`src/rtl/mem_access_unit.sv`:
```
// MEM-stage data-memory access unit: issues req/ready/rvalid transactions for loads and stores,
// stalls the pipeline through memory latency and returns aligned, extended load data.
module mem_access_unit #(
    parameter int unsigned WORD_SIZE = 32,
    parameter int unsigned NUM_WORDS = 1024,
    parameter int unsigned ADDR_SIZE = $clog2(NUM_WORDS)
) (
    input  logic                 clk,
    input  logic                 rst_n,
    input  logic                 mem_read,
    input  logic                 mem_write,
    input  logic [2:0]           funct3,
    input  logic [WORD_SIZE-1:0] alu_result,
    input  logic [WORD_SIZE-1:0] store_data,
    output logic                 stall,
    output logic                 mem_done,
    output logic [WORD_SIZE-1:0] memory_data,
    output logic                 misalign_fault,
    output logic                 dmem_req,
    output logic                 dmem_we,
    output logic [ADDR_SIZE-1:0] dmem_addr,
    output logic [3:0]           dmem_be,
    output logic [WORD_SIZE-1:0] dmem_wdata,
    input  logic                 dmem_ready,
    input  logic                 dmem_rvalid,
    input  logic [WORD_SIZE-1:0] dmem_rdata
);

    typedef enum logic [2:0] {StIdle, StReq, StWait, StDone, StFault} state_e;

    state_e                 state_q, state_d;
    logic [ADDR_SIZE-1:0]   addr_q, addr_d;
    logic [1:0]             off_q, off_d;
    logic [2:0]             funct3_q, funct3_d;
    logic                   we_q, we_d;
    logic [3:0]             be_q, be_d;
    logic [WORD_SIZE-1:0]   wdata_q, wdata_d;
    logic [WORD_SIZE-1:0]   mdata_q, mdata_d;
    logic                   req_q, req_d;
    logic                   done_q, done_d;
    logic                   fault_q, fault_d;

    logic                   access;
    logic                   illegal;
    logic                   misaligned;
    logic [3:0]             be_new;
    logic [WORD_SIZE-1:0]   wdata_new;
    logic [WORD_SIZE-1:0]   shifted;
    logic [WORD_SIZE-1:0]   load_ext;

    // Word address wraps: bits above the memory depth are intentionally dropped.
    logic unused_addr_hi;
    assign unused_addr_hi = ^alu_result[WORD_SIZE-1:ADDR_SIZE+2];

    assign access     = mem_read | mem_write;
    assign illegal    = (funct3 == 3'b011) || (funct3[2:1] == 2'b11);
    assign misaligned = ((funct3[1:0] == 2'b01) && alu_result[0]) ||
                        ((funct3[1:0] == 2'b10) && (alu_result[1:0] != 2'b00));

    always_comb begin
        be_new    = 4'b0000;
        wdata_new = '0;
        if (mem_write) begin
            unique case (funct3[1:0])
                2'b00: begin
                    be_new    = 4'b0001 << alu_result[1:0];
                    wdata_new = {4{store_data[7:0]}};
                end
                2'b01: begin
                    be_new    = alu_result[1] ? 4'b1100 : 4'b0011;
                    wdata_new = {2{store_data[15:0]}};
                end
                default: begin
                    be_new    = 4'b1111;
                    wdata_new = store_data;
                end
            endcase
        end
    end

    assign shifted = dmem_rdata >> {off_q, 3'b000};

    always_comb begin
        case (funct3_q)
            3'b000:  load_ext = {{(WORD_SIZE-8){shifted[7]}}, shifted[7:0]};
            3'b001:  load_ext = {{(WORD_SIZE-16){shifted[15]}}, shifted[15:0]};
            3'b100:  load_ext = {{(WORD_SIZE-8){1'b0}}, shifted[7:0]};
            3'b101:  load_ext = {{(WORD_SIZE-16){1'b0}}, shifted[15:0]};
            default: load_ext = shifted;
        endcase
    end

    always_comb begin
        state_d  = state_q;
        addr_d   = addr_q;
        off_d    = off_q;
        funct3_d = funct3_q;
        we_d     = we_q;
        be_d     = be_q;
        wdata_d  = wdata_q;
        mdata_d  = mdata_q;
        req_d    = 1'b0;
        done_d   = 1'b0;
        fault_d  = 1'b0;
        unique case (state_q)
            StIdle: begin
                if (access) begin
                    if (illegal || misaligned) begin
                        state_d = StFault;
                        fault_d = 1'b1;
                    end else begin
                        state_d  = StReq;
                        req_d    = 1'b1;
                        addr_d   = alu_result[ADDR_SIZE+1:2];
                        off_d    = alu_result[1:0];
                        funct3_d = funct3;
                        we_d     = mem_write;
                        be_d     = be_new;
                        wdata_d  = wdata_new;
                    end
                end
            end
            StReq: begin
                req_d = 1'b1;
                if (dmem_ready) begin
                    req_d = 1'b0;
                    if (we_q) begin
                        state_d = StDone;
                        done_d  = 1'b1;
                    end else begin
                        state_d = StWait;
                    end
                end
            end
            StWait: begin
                if (dmem_rvalid) begin
                    mdata_d = load_ext;
                    state_d = StDone;
                    done_d  = 1'b1;
                end
            end
            default: state_d = StIdle;
        endcase
    end

    always_ff @(posedge clk or negedge rst_n) begin
        if (!rst_n) begin
            state_q  <= StIdle;
            addr_q   <= '0;
            off_q    <= '0;
            funct3_q <= '0;
            we_q     <= 1'b0;
            be_q     <= '0;
            wdata_q  <= '0;
            mdata_q  <= '0;
            req_q    <= 1'b0;
            done_q   <= 1'b0;
            fault_q  <= 1'b0;
        end else begin
            state_q  <= state_d;
            addr_q   <= addr_d;
            off_q    <= off_d;
            funct3_q <= funct3_d;
            we_q     <= we_d;
            be_q     <= be_d;
            wdata_q  <= wdata_d;
            mdata_q  <= mdata_d;
            req_q    <= req_d;
            done_q   <= done_d;
            fault_q  <= fault_d;
        end
    end

    // Stall rises combinationally in the accept cycle so upstream freezes without a bubble.
    assign stall = ((state_q == StIdle) && access) || (state_q == StReq) || (state_q == StWait);

    assign mem_done       = done_q;
    assign misalign_fault = fault_q;
    assign memory_data    = mdata_q;
    assign dmem_req       = req_q;
    assign dmem_we        = we_q;
    assign dmem_addr      = addr_q;
    assign dmem_be        = be_q;
    assign dmem_wdata     = wdata_q;

endmodule

```
`config.mk`:
```
export PLATFORM = sky130hd
export DESIGN_NAME = mem_access_unit
export DESIGN_NICKNAME = d
export VERILOG_FILES = /design/src/rtl/mem_access_unit.sv
export SDC_FILE = /design/constraint.sdc
export NUM_CORES = 1
export LEC_CHECK = 0
export CAP_MARGIN = 20
export CORE_ASPECT_RATIO = 1.2
export CORE_MARGIN = 2
export CORE_UTILIZATION = 45
export DETAILED_ROUTE_END_ITERATION = 6
export DONT_BUFFER_PORTS = 1
export SYNTH_ARGS = -nofsm -noshare
export SYNTH_HDL_FRONTEND = slang
export SYNTH_SLANG_ARGS = --single-unit
```
`constraint.sdc`:
```
create_clock -name clk -period 2.3 [get_ports clk]
set_clock_uncertainty 0.15 [all_clocks]
set_input_delay 0.115 -clock clk [delete_from_list [all_inputs] [get_ports clk]]
set_output_delay 0.115 -clock clk [all_outputs]
set_load 0.02 [all_outputs]
```
==> results of run 1 <==
==> timing repair <==
action	in CTS	in global routing
endpoints found under the setup margin	0	1
hold endpoints to repair	176	91
hold buffers	79	1
gates resized for setup	0	1
==> synth_stat cells, drive strengths merged <==
library cell	instances	area, um^2
dfrtp	90	2252
a21oi	47	235.2
nor2	46	172.7
o21ai	41	209.0
mux2i	40	400.4
nand2	34	127.6
mux2	23	296.5
buf	17	105.1
clkbuf	12	45.04
a211oi	8	60.06
a22o	8	70.07
and2	8	50.05
nor2b	8	50.05
o22a	8	70.07
or2	5	31.28
nand2b	4	25.02
o31ai	3	22.52
and3	2	12.51
inv	2	7.510
nand3	2	10.01
nand3b	2	15.01
nor3	2	10.01
nor4	2	18.77
a221oi	1	15.01
a31oi	1	6.260
o21a	1	7.510
o221ai	1	15.01
o31a	1	8.760
or4b	1	10.01
==> stage by stage <==
step / instance area, um^2 / hold WS, ns / instances
4_1_cts: 5598 / -0.6897 / 620
5_1_grt: 5609 / -0.6902 / 621
2_1_floorplan: 4359 / -0.3306 / 420
3_3_place_gp: 4482 / -0.3287 / 525
6_report: 5609 / -0.6761 / 621
3_5_place_dp: 4482 / -0.3287 / 525
==> flip-flops by register name, indices dropped and copies added, names as in the netlist <==
signal          flops
dmem_addr          10
mem_done            1
state_q             3
off_q               2
dmem_be             4
funct3_q            3
dmem_we             1
dmem_req            1
memory_data        32
misalign_fault      1
dmem_wdata         32
==> power by group through the flow <==
stage | clock network, W | logic, W | registers, W
finish | 0.00152 | 0.00220 | 0.00376
global placement | 0 | 0.00195 | 0.00376
detailed placement | 0 | 0.00202 | 0.00377
CTS | 0.00156 | 0.00218 | 0.00376
global route | 0.00162 | 0.00244 | 0.00386
floorplan | 0 | 0.00172 | 0.00352
==> kinds of logic after synthesis <==
| logic type | count (synthesis) |
|---|---|
| flops | 90 |
| compound gates | 120 |
| mux | 63 |
| buf+inv | 31 |
| simple gates | 116 |
==> area by class of cell <==
| cell class | count | area share |
|---|---|---|
| Clock buffer | 12 | 0.04751 |
| Clock inverter | 4 | 0.008700 |
| Inverter | 2 | 0.001338 |
| Multi-Input combinational cell | 299 | 0.3495 |
| Sequential cell | 90 | 0.4017 |
| Tap cell | 123 | 0.02744 |
| Timing Repair Buffer | 91 | 0.1637 |
==> metal layers <==
layer / routed length [um] / GRT usage / up-vias
li1: - / - / 1632
met1: 4791 / 0.2790 / 1744
met2: 6407 / 0.4076 / 140
met3: 915 / 0.06022 / 17
met4: 259 / 0.08792 / 0
met5: 0 / 0 / -
==> worst paths after layout <==
kind	slack [ns]	to	from
max	0.13	funct3_q[1]	state_q[0]
min	-0.68	memory_data[14]	rst_n
max reg2reg	0.13	funct3_q[1]	state_q[0]
min reg2reg	0.41	state_q[1]	state_q[2]
max in group asynchronous	2.50	state_q[0]	rst_n
min in group clk	0.01	off_q[1]	mem_write
==> impl_metrics.yaml, run 1 <==
floorplanning:
  initial_utilization: 0.4605
  dieHeight_um: 111.8
  io_pins: 188
  fp-row-count: 39
  die_area_mm2: 0.01049
  die_x_um: 93.85
  coreArea_mm2: 0.009467
setup_path:
  timing_worst_setup_path_type: "flop to flop"
  path_cells: "nor3_1 -> buf_4 -> o221ai_4 -> mux2_2 -> dlygate4sd3_1"
  required_ns: 2.36
  path_depth: 5
  cp_top_family: "buffers and inverters"
  crit_buf_inv: 2
  cp.arrival_ns: 2.23
  slowest_delay_ns: 0.55
  cp_max_fo: 11
  setup.worst_path.start_class: "flop"
  cp-end-kind: "flop"
  cp_slowest_cell: "dlygate4sd3_1"
  reg2reg_depth: 5
drt:
  antenna_left: 0
  post-route-drc-count: 0
  dr.pass1.iters: 4
  drt_first_iter_violations: 138
  routed_wl_um: 12370
  via_count: 3533
  wire_per_inst_um: 19.93
  via_per_inst: 5.689
run_status:
  violations: "negative hold slack"
  status: "finished with violations"
power_and_ir_drop:
  p_int_w: 0.004345
  power_density_mw_per_mm2: 1332
  power_switching_share: 0.4186
  vdd_drop_max_mv: 0.6544
  power_leakage_nw: 2.479
  p_seq_frac: 0.503
  combPwrFrac: 0.294
  power.switching_w: 0.003129
  p_total_w: 0.007473
  clkPwrFrac: 0.204
global_route:
  grt_pass1_wl_um: 19370
  grt_overflow: 0
  grt_max_degree: 91
  grt_pass1_vias: 3654
  grt_use_total: 0.2355
  antenna_found_initial: 0
finish:
  layout_common_cells: "dfrtp_1, dlygate4sd3_1, a21oi_1, nor2_1, mux2i_1"
  fin_nets: 598
  area_delta_synth_final_pct: 28.67
  seq_area_mm2: 0.002253
  drive_gt1_frac: 0.1205
  diodes: 0
  layout_commonest_cell: "dfrtp_1"
  multi_input_area_mm2: 0.001961
  nFillCells: 806
  final_util: 0.5925
place:
  dp_hpwl_um: 7662
  dpl_worst_slack_ns: 0.2393
  gp_congestion: 0.7512
  portBuffers: 0
synth:
  synth-compound-area-share: 0.1650
  synth_warnings: 0
  synthSimpleGateAreaFrac: 0.1223
  synth_top_family_by_area: "compound AO/OA/AOI/OAI gates"
  synth_cell_type_count: 37
  synth_xor_area_frac: 0
  muxShareOfSynthArea: 0.1599
  synth_cells: 420
  synth_area_mm2: 0.004359
  syn_nets: 525
  synth_fa_ha_area_frac: 0
  syn_avg_cell_area_um2: 10.38
  seq_area_frac_synth: 0.5166
  ys_ff_latch: 90
sta:
  fin_crit_ns: 2.169
  rsz0062_at_grt: "false"
  tightest_slew_ns: 0.7288
  fin_crit_sh: 0.9431
  setup_viol: 0
  drv_slew: 0
  final-hold-violation-count: 90
  final.setup.worst_slack_ns: 0.1308
  max_freq_ghz: 0.4610
  hold_ws_ns: -0.6761
  relSlewSlack: 0.5112
  setup-tns-final_ns: 0
clock_tree:
  cts-root-buf: "clkbuf_16"
  max-clock-path-buffers: 2
  cts_tree: "done"
  cts_buffers: 9
  htree_levels: 3
  postCtsSetupRepairBufs: 0
  clk_pin_slew_ns: 0.06
  clock_latency_ns: 0.33
  cts.sinks: 90
flow_run:
  drv_cap: 0
min_path:
  hold_path.class: "input port to async pin"
Note: power is estimated with default switching activity, not from simulation.
==> inputs of run 2 (changes only) <==
--- a/config.mk
+++ b/config.mk
@@ -9,8 +9,10 @@
 export CORE_ASPECT_RATIO = 1.2
 export CORE_MARGIN = 2
 export CORE_UTILIZATION = 45
+export CTS_CLUSTER_DIAMETER = 60
 export DETAILED_ROUTE_END_ITERATION = 6
 export DONT_BUFFER_PORTS = 1
+export MAX_ROUTING_LAYER = met4
 export SYNTH_ARGS = -nofsm -noshare
 export SYNTH_HDL_FRONTEND = slang
 export SYNTH_SLANG_ARGS = --single-unit
==> impl_metrics.yaml, run 2 (same netlist as run 1, synthesis figures left out) <==
run_status:
  status: "finished with violations"
  violations: "negative hold slack"
global_route:
  grt_max_degree: 91
  grt_pass1_wl_um: 19350
  grt_use_total: 0.2431
  grt_pass1_vias: 3659
  grt_overflow: 0
  antenna_found_initial: 0
clock_tree:
  cts_tree: "done"
  max-clock-path-buffers: 2
  htree_levels: 3
  cts.sinks: 90
  clock_latency_ns: 0.33
  cts-root-buf: "clkbuf_16"
  postCtsSetupRepairBufs: 0
  clk_pin_slew_ns: 0.06
  cts_buffers: 9
drt:
  met1_length_um: 4801
  dr.pass1.iters: 4
  via_count: 3547
  antenna_left: 0
  maxUsedRoutingLayer: "met4"
  post-route-drc-count: 0
  wire_per_inst_um: 19.95
  via_per_inst: 5.712
  routed_wl_um: 12390
  routed-wl-met3_um: 940
  drt_first_iter_violations: 132
  wl_met2_um: 6378
floorplanning:
  coreArea_mm2: 0.009467
  io_pins: 188
  dieHeight_um: 111.8
  fp-row-count: 39
  initial_utilization: 0.4605
  die_area_mm2: 0.01049
  die_x_um: 93.85
setup_path:
  setup.worst_path.start_class: "flop"
  required_ns: 2.37
  cp-end-kind: "flop"
  cp_max_fo: 11
  timing_worst_setup_path_type: "flop to flop"
  cp.arrival_ns: 2.23
  r2r-start: "state_q[0]"
  crit_start: "state_q[0]"
  crit_end: "funct3_q[1]"
  worstReg2RegEnd: "funct3_q[1]"
  reg2reg_depth: 5
  r2r_slack_ns: 0.14
power_and_ir_drop:
  vdd_drop_max_mv: 0.6548
  power_leakage_nw: 2.479
  p_seq_frac: 0.502
  power_density_mw_per_mm2: 1333
  combPwrFrac: 0.293
  p_int_w: 0.004345
  p_total_w: 0.007478
  power.switching_w: 0.003133
  power_switching_share: 0.4190
  clkPwrFrac: 0.205
sta:
  relSlewSlack: 0.5141
  max_freq_ghz: 0.4628
  fin_crit_sh: 0.9394
  drv_slew: 0
  fin_crit_ns: 2.161
  hold_ws_ns: -0.6831
  tightest_slew_ns: 0.7245
  rsz0062_at_grt: "false"
  final-hold-violation-count: 91
  setup-tns-final_ns: 0
  setup_viol: 0
finish:
  drive_gt1_frac: 0.1205
  diodes: 0
  area_delta_synth_final_pct: 28.67
  final_util: 0.5925
  layout_common_cells: "dfrtp_1, dlygate4sd3_1, a21oi_1, nor2_1, mux2i_1"
  fin_nets: 598
  layout_commonest_cell: "dfrtp_1"
  fin_cells: 621
min_path:
  hold_path.class: "input port to async pin"
place:
  portBuffers: 0
  dp_hpwl_um: 7662
  gp_congestion: 0.7609
  dp_cells: 525
flow_run:
  drv_cap: 0
==> run 2: how the worst min path moves through the flow <==
stage	start	end	slack (ns)	depth (start not counted)
after global routing	rst_n	memory_data[14]	-0.69	0
after global placement	rst_n	memory_data[14]	-0.33	0
after CTS	rst_n	memory_data[14]	-0.69	0
after floorplan	rst_n	dmem_addr[0]	-0.33	0
after detailed placement	rst_n	memory_data[14]	-0.33	0
final	rst_n	memory_data[14]	-0.68	0
==> run 2: per-stage QoR <==
step	instance area [um^2]	hold WS, ns	worst slack, ns
floorplan	4359	-0.3306	0.5692
global placement	4482	-0.3287	0.2992
detailed placement	4482	-0.3287	0.2393
CTS	5598	-0.6897	0.08124
global route	5609	-0.6933	0.04008
finish	5609	-0.6831	0.1394
==> run 2: final cells by class <==
| cell class | instances | area (um^2) |
|---|---|---|
| Fill cell | 806 | 3857 |
| Inverter | 2 | 7.507 |
| Multi-Input combinational cell | 299 | 1961 |
| Sequential cell | 90 | 2253 |
| Tap cell | 123 | 153.9 |
| Timing Repair Buffer | 91 | 918.4 |
| Clock inverter | 4 | 48.80 |
| Clock buffer | 12 | 266.5 |
==> run 2: power groups by stage <==
stage	registers [W]	clock network (W)	logic, W
floorplan	0.00352	0	0.00172
global placement	0.00376	0	0.00195
detailed placement	0.00377	0	0.00202
CTS	0.00376	0.00156	0.00218
global route	0.00386	0.00162	0.00244
finish	0.00375	0.00153	0.00219
==> run 2: repair_timing <==
item / in CTS / in global routing
hold buffers: 79 / 1
resized for setup: 0 / 1
endpoints found under the hold margin: 176 / 91
endpoints found under the setup margin: 0 / 1
==> run 2: critical path: stages (launching register included) <==
cell and delay (ns):
dfrtp_2 0.47, nor3_1 0.23, buf_4 0.17, o221ai_4 0.16, mux2_2 0.31, dlygate4sd3_1 0.55
==> run 2: layer usage <==
layer | global-route usage | vias up
met5 | - | -
met4 | 0.07923 | 0
met3 | 0.06157 | 19
met2 | 0.4090 | 154
met1 | 0.2826 | 1741
li1 | - | 1633
==> inputs of run 3 (changes only) <==
--- a/config.mk
+++ b/config.mk
@@ -13,6 +13,7 @@
 export DETAILED_ROUTE_END_ITERATION = 6
 export DONT_BUFFER_PORTS = 1
 export MAX_ROUTING_LAYER = met4
+export REMOVE_ABC_BUFFERS = 1
 export SYNTH_ARGS = -nofsm -noshare
 export SYNTH_HDL_FRONTEND = slang
 export SYNTH_SLANG_ARGS = --single-unit
==> impl_metrics.yaml, run 3 (same netlist as run 1, synthesis figures left out) <==
global_route:
  grt_overflow: 0
  grt_max_degree: 91
  grt_use_total: 0.2423
  antenna_found_initial: 0
  grt_pass1_vias: 3714
  grt_pass1_wl_um: 19290
setup_path:
  path_cells: "dlygate4sd3_1 -> mux2i_1 -> nor2_1 -> a21oi_1 -> dlygate4sd3_1 -> o21ai_1"
  crit_path_frequent_cell: "dlygate4sd3_1"
  cp-end-kind: "flop"
  slowest_delay_ns: 0.93
  timing_worst_setup_path_type: "input port to flop"
  setup.worst_path.start_class: "input port"
  required_ns: 2.36
  cp_slowest_cell: "dlygate4sd3_1"
  cp_max_fo: 10
  cp.arrival_ns: 2.19
drt:
  drt_first_iter_violations: 102
  via_per_inst: 5.735
  routed_wl_um: 12110
  antenna_left: 0
  post-route-drc-count: 0
  wire_per_inst_um: 19.53
  dr.pass1.iters: 7
  via_count: 3556
power_and_ir_drop:
  power_leakage_nw: 2.498
  power_density_mw_per_mm2: 1356
  vdd_drop_max_mv: 0.7224
floorplanning:
  io_pins: 188
  die_x_um: 93.85
  initial_utilization: 0.4605
  fp-row-count: 39
  die_area_mm2: 0.01049
  dieHeight_um: 111.8
  coreArea_mm2: 0.009467
clock_tree:
  htree_levels: 3
  cts-root-buf: "clkbuf_16"
  cts-hold-fix-buffers: 81
  max-clock-path-buffers: 2
  postCtsSetupRepairBufs: 0
  cts.sinks: 90
  cts_tree: "done"
  clk_pin_slew_ns: 0.06
  cts_buffers: 9
  clock_latency_ns: 0.33
sta:
  drv_slew: 0
  fin_crit_sh: 0.9292
  rsz0062_at_grt: "false"
  hold_ws_ns: -0.6770
  tightest_slew_ns: 0.6863
  fin_crit_ns: 2.137
  setup_viol: 0
  max_freq_ghz: 0.4679
  final-hold-violation-count: 90
  relSlewSlack: 0.5397
finish:
  layout_commonest_cell: "dfrtp_1"
  nFillCells: 782
  fin_area_mm2: 0.005663
  diodes: 0
  area_delta_synth_final_pct: 29.91
  layout_common_cells: "dfrtp_1, dlygate4sd3_1, a21oi_1, nor2_1, mux2i_1"
  drive_gt1_frac: 0.1147
  fin_nets: 598
  final_util: 0.5982
min_path:
  hold_path.class: "input port to async pin"
place:
  dp_hpwl_um: 7214
  place_area_mm2: 0.004487
  gp_congestion: 0.7436
  portBuffers: 0
flow_run:
  drv_cap: 0
run_status:
  violations: "negative hold slack"
  status: "finished with violations"
[run 3: cell types whose count changed in the layout (fill, tap and decap cells not counted), sizes merged]
| cell | change |
|---|---|
| bufinv | +3 |
| clkbuf | -3 |
| buf | -1 |
| clkinv | -1 |
| dlygate4sd3 | +1 |
[run 3: report_power, final]
part / total (W) / switching, W / leakage [nW] / internal [W]
Clock: 0.00175 / 0.000588 / 0.175 / 0.00116
Combinational: 0.00220 / 0.00110 / 1.23 / 0.00110
Sequential: 0.00373 / 0.00142 / 1.10 / 0.00231
Total: 0.00768 / 0.00311 / 2.50 / 0.00457
[run 3: routing by layer]
metal	wire length, um	track usage
met4	140	0.07923
met1	4923	0.2818
met2	6186	0.4124
met3	859	0.05413
met5	0	-
[run 3: worst max-delay path: cells and delay by family]
kind / cells / cell delay [ns]
and+or+nand+nor: 1 / 0.08
AOI/OAI and AO/OA: 2 / 0.20
muxes: 1 / 0.28
buffers and inverters: 2 / 1.51
[run 3: final timing paths]
| path | startpoint | to | slack, ns | cells after the start |
|---|---|---|---|---|
| setup / recovery | funct3[0] | dmem_wdata[29] | 0.16 | 6 |
| hold / removal | rst_n | memory_data[28] | -0.68 | 0 |
| setup reg to reg | off_q[1] | memory_data[15] | 0.37 | 4 |
| max in group asynchronous | rst_n | dmem_wdata[25] | 2.55 | 0 |
| min in group clk | store_data[1] | dmem_wdata[25] | 0.01 | 4 |
| hold reg to reg | state_q[2] | mem_done | 0.40 | 1 |
[run 3: repair_timing]
item	in CTS	in global routing
hold endpoints to repair	178	90
setup endpoints to repair	0	0
resized for setup	0	0
[run 3: final cells by class]
type,count,area [um^2],area share
Inverter,2,7.507,0.001326
Timing Repair Buffer,91,933.4,0.1648
Clock buffer,9,225.2,0.03977
Multi-Input combinational cell,299,1961,0.3462
Tap cell,123,153.9,0.02718
Clock inverter,6,130.1,0.02298
Sequential cell,90,2252,0.3977
[run 3: stage by stage]
step	setup slack [ns]	cells	hold WS, ns	power [W]	setup TNS [ns]
floorplan	-0.03587	391	-0.3306	0.005117	-0.4648
global placement	0.4012	524	-0.3277	0.005699	0
detailed placement	0.3611	524	-0.3281	0.005786	0
CTS	0.2737	620	-0.6904	0.007706	0
global route	0.1123	620	-0.6972	0.008134	0
finish	0.1629	620	-0.6770	0.007680	0
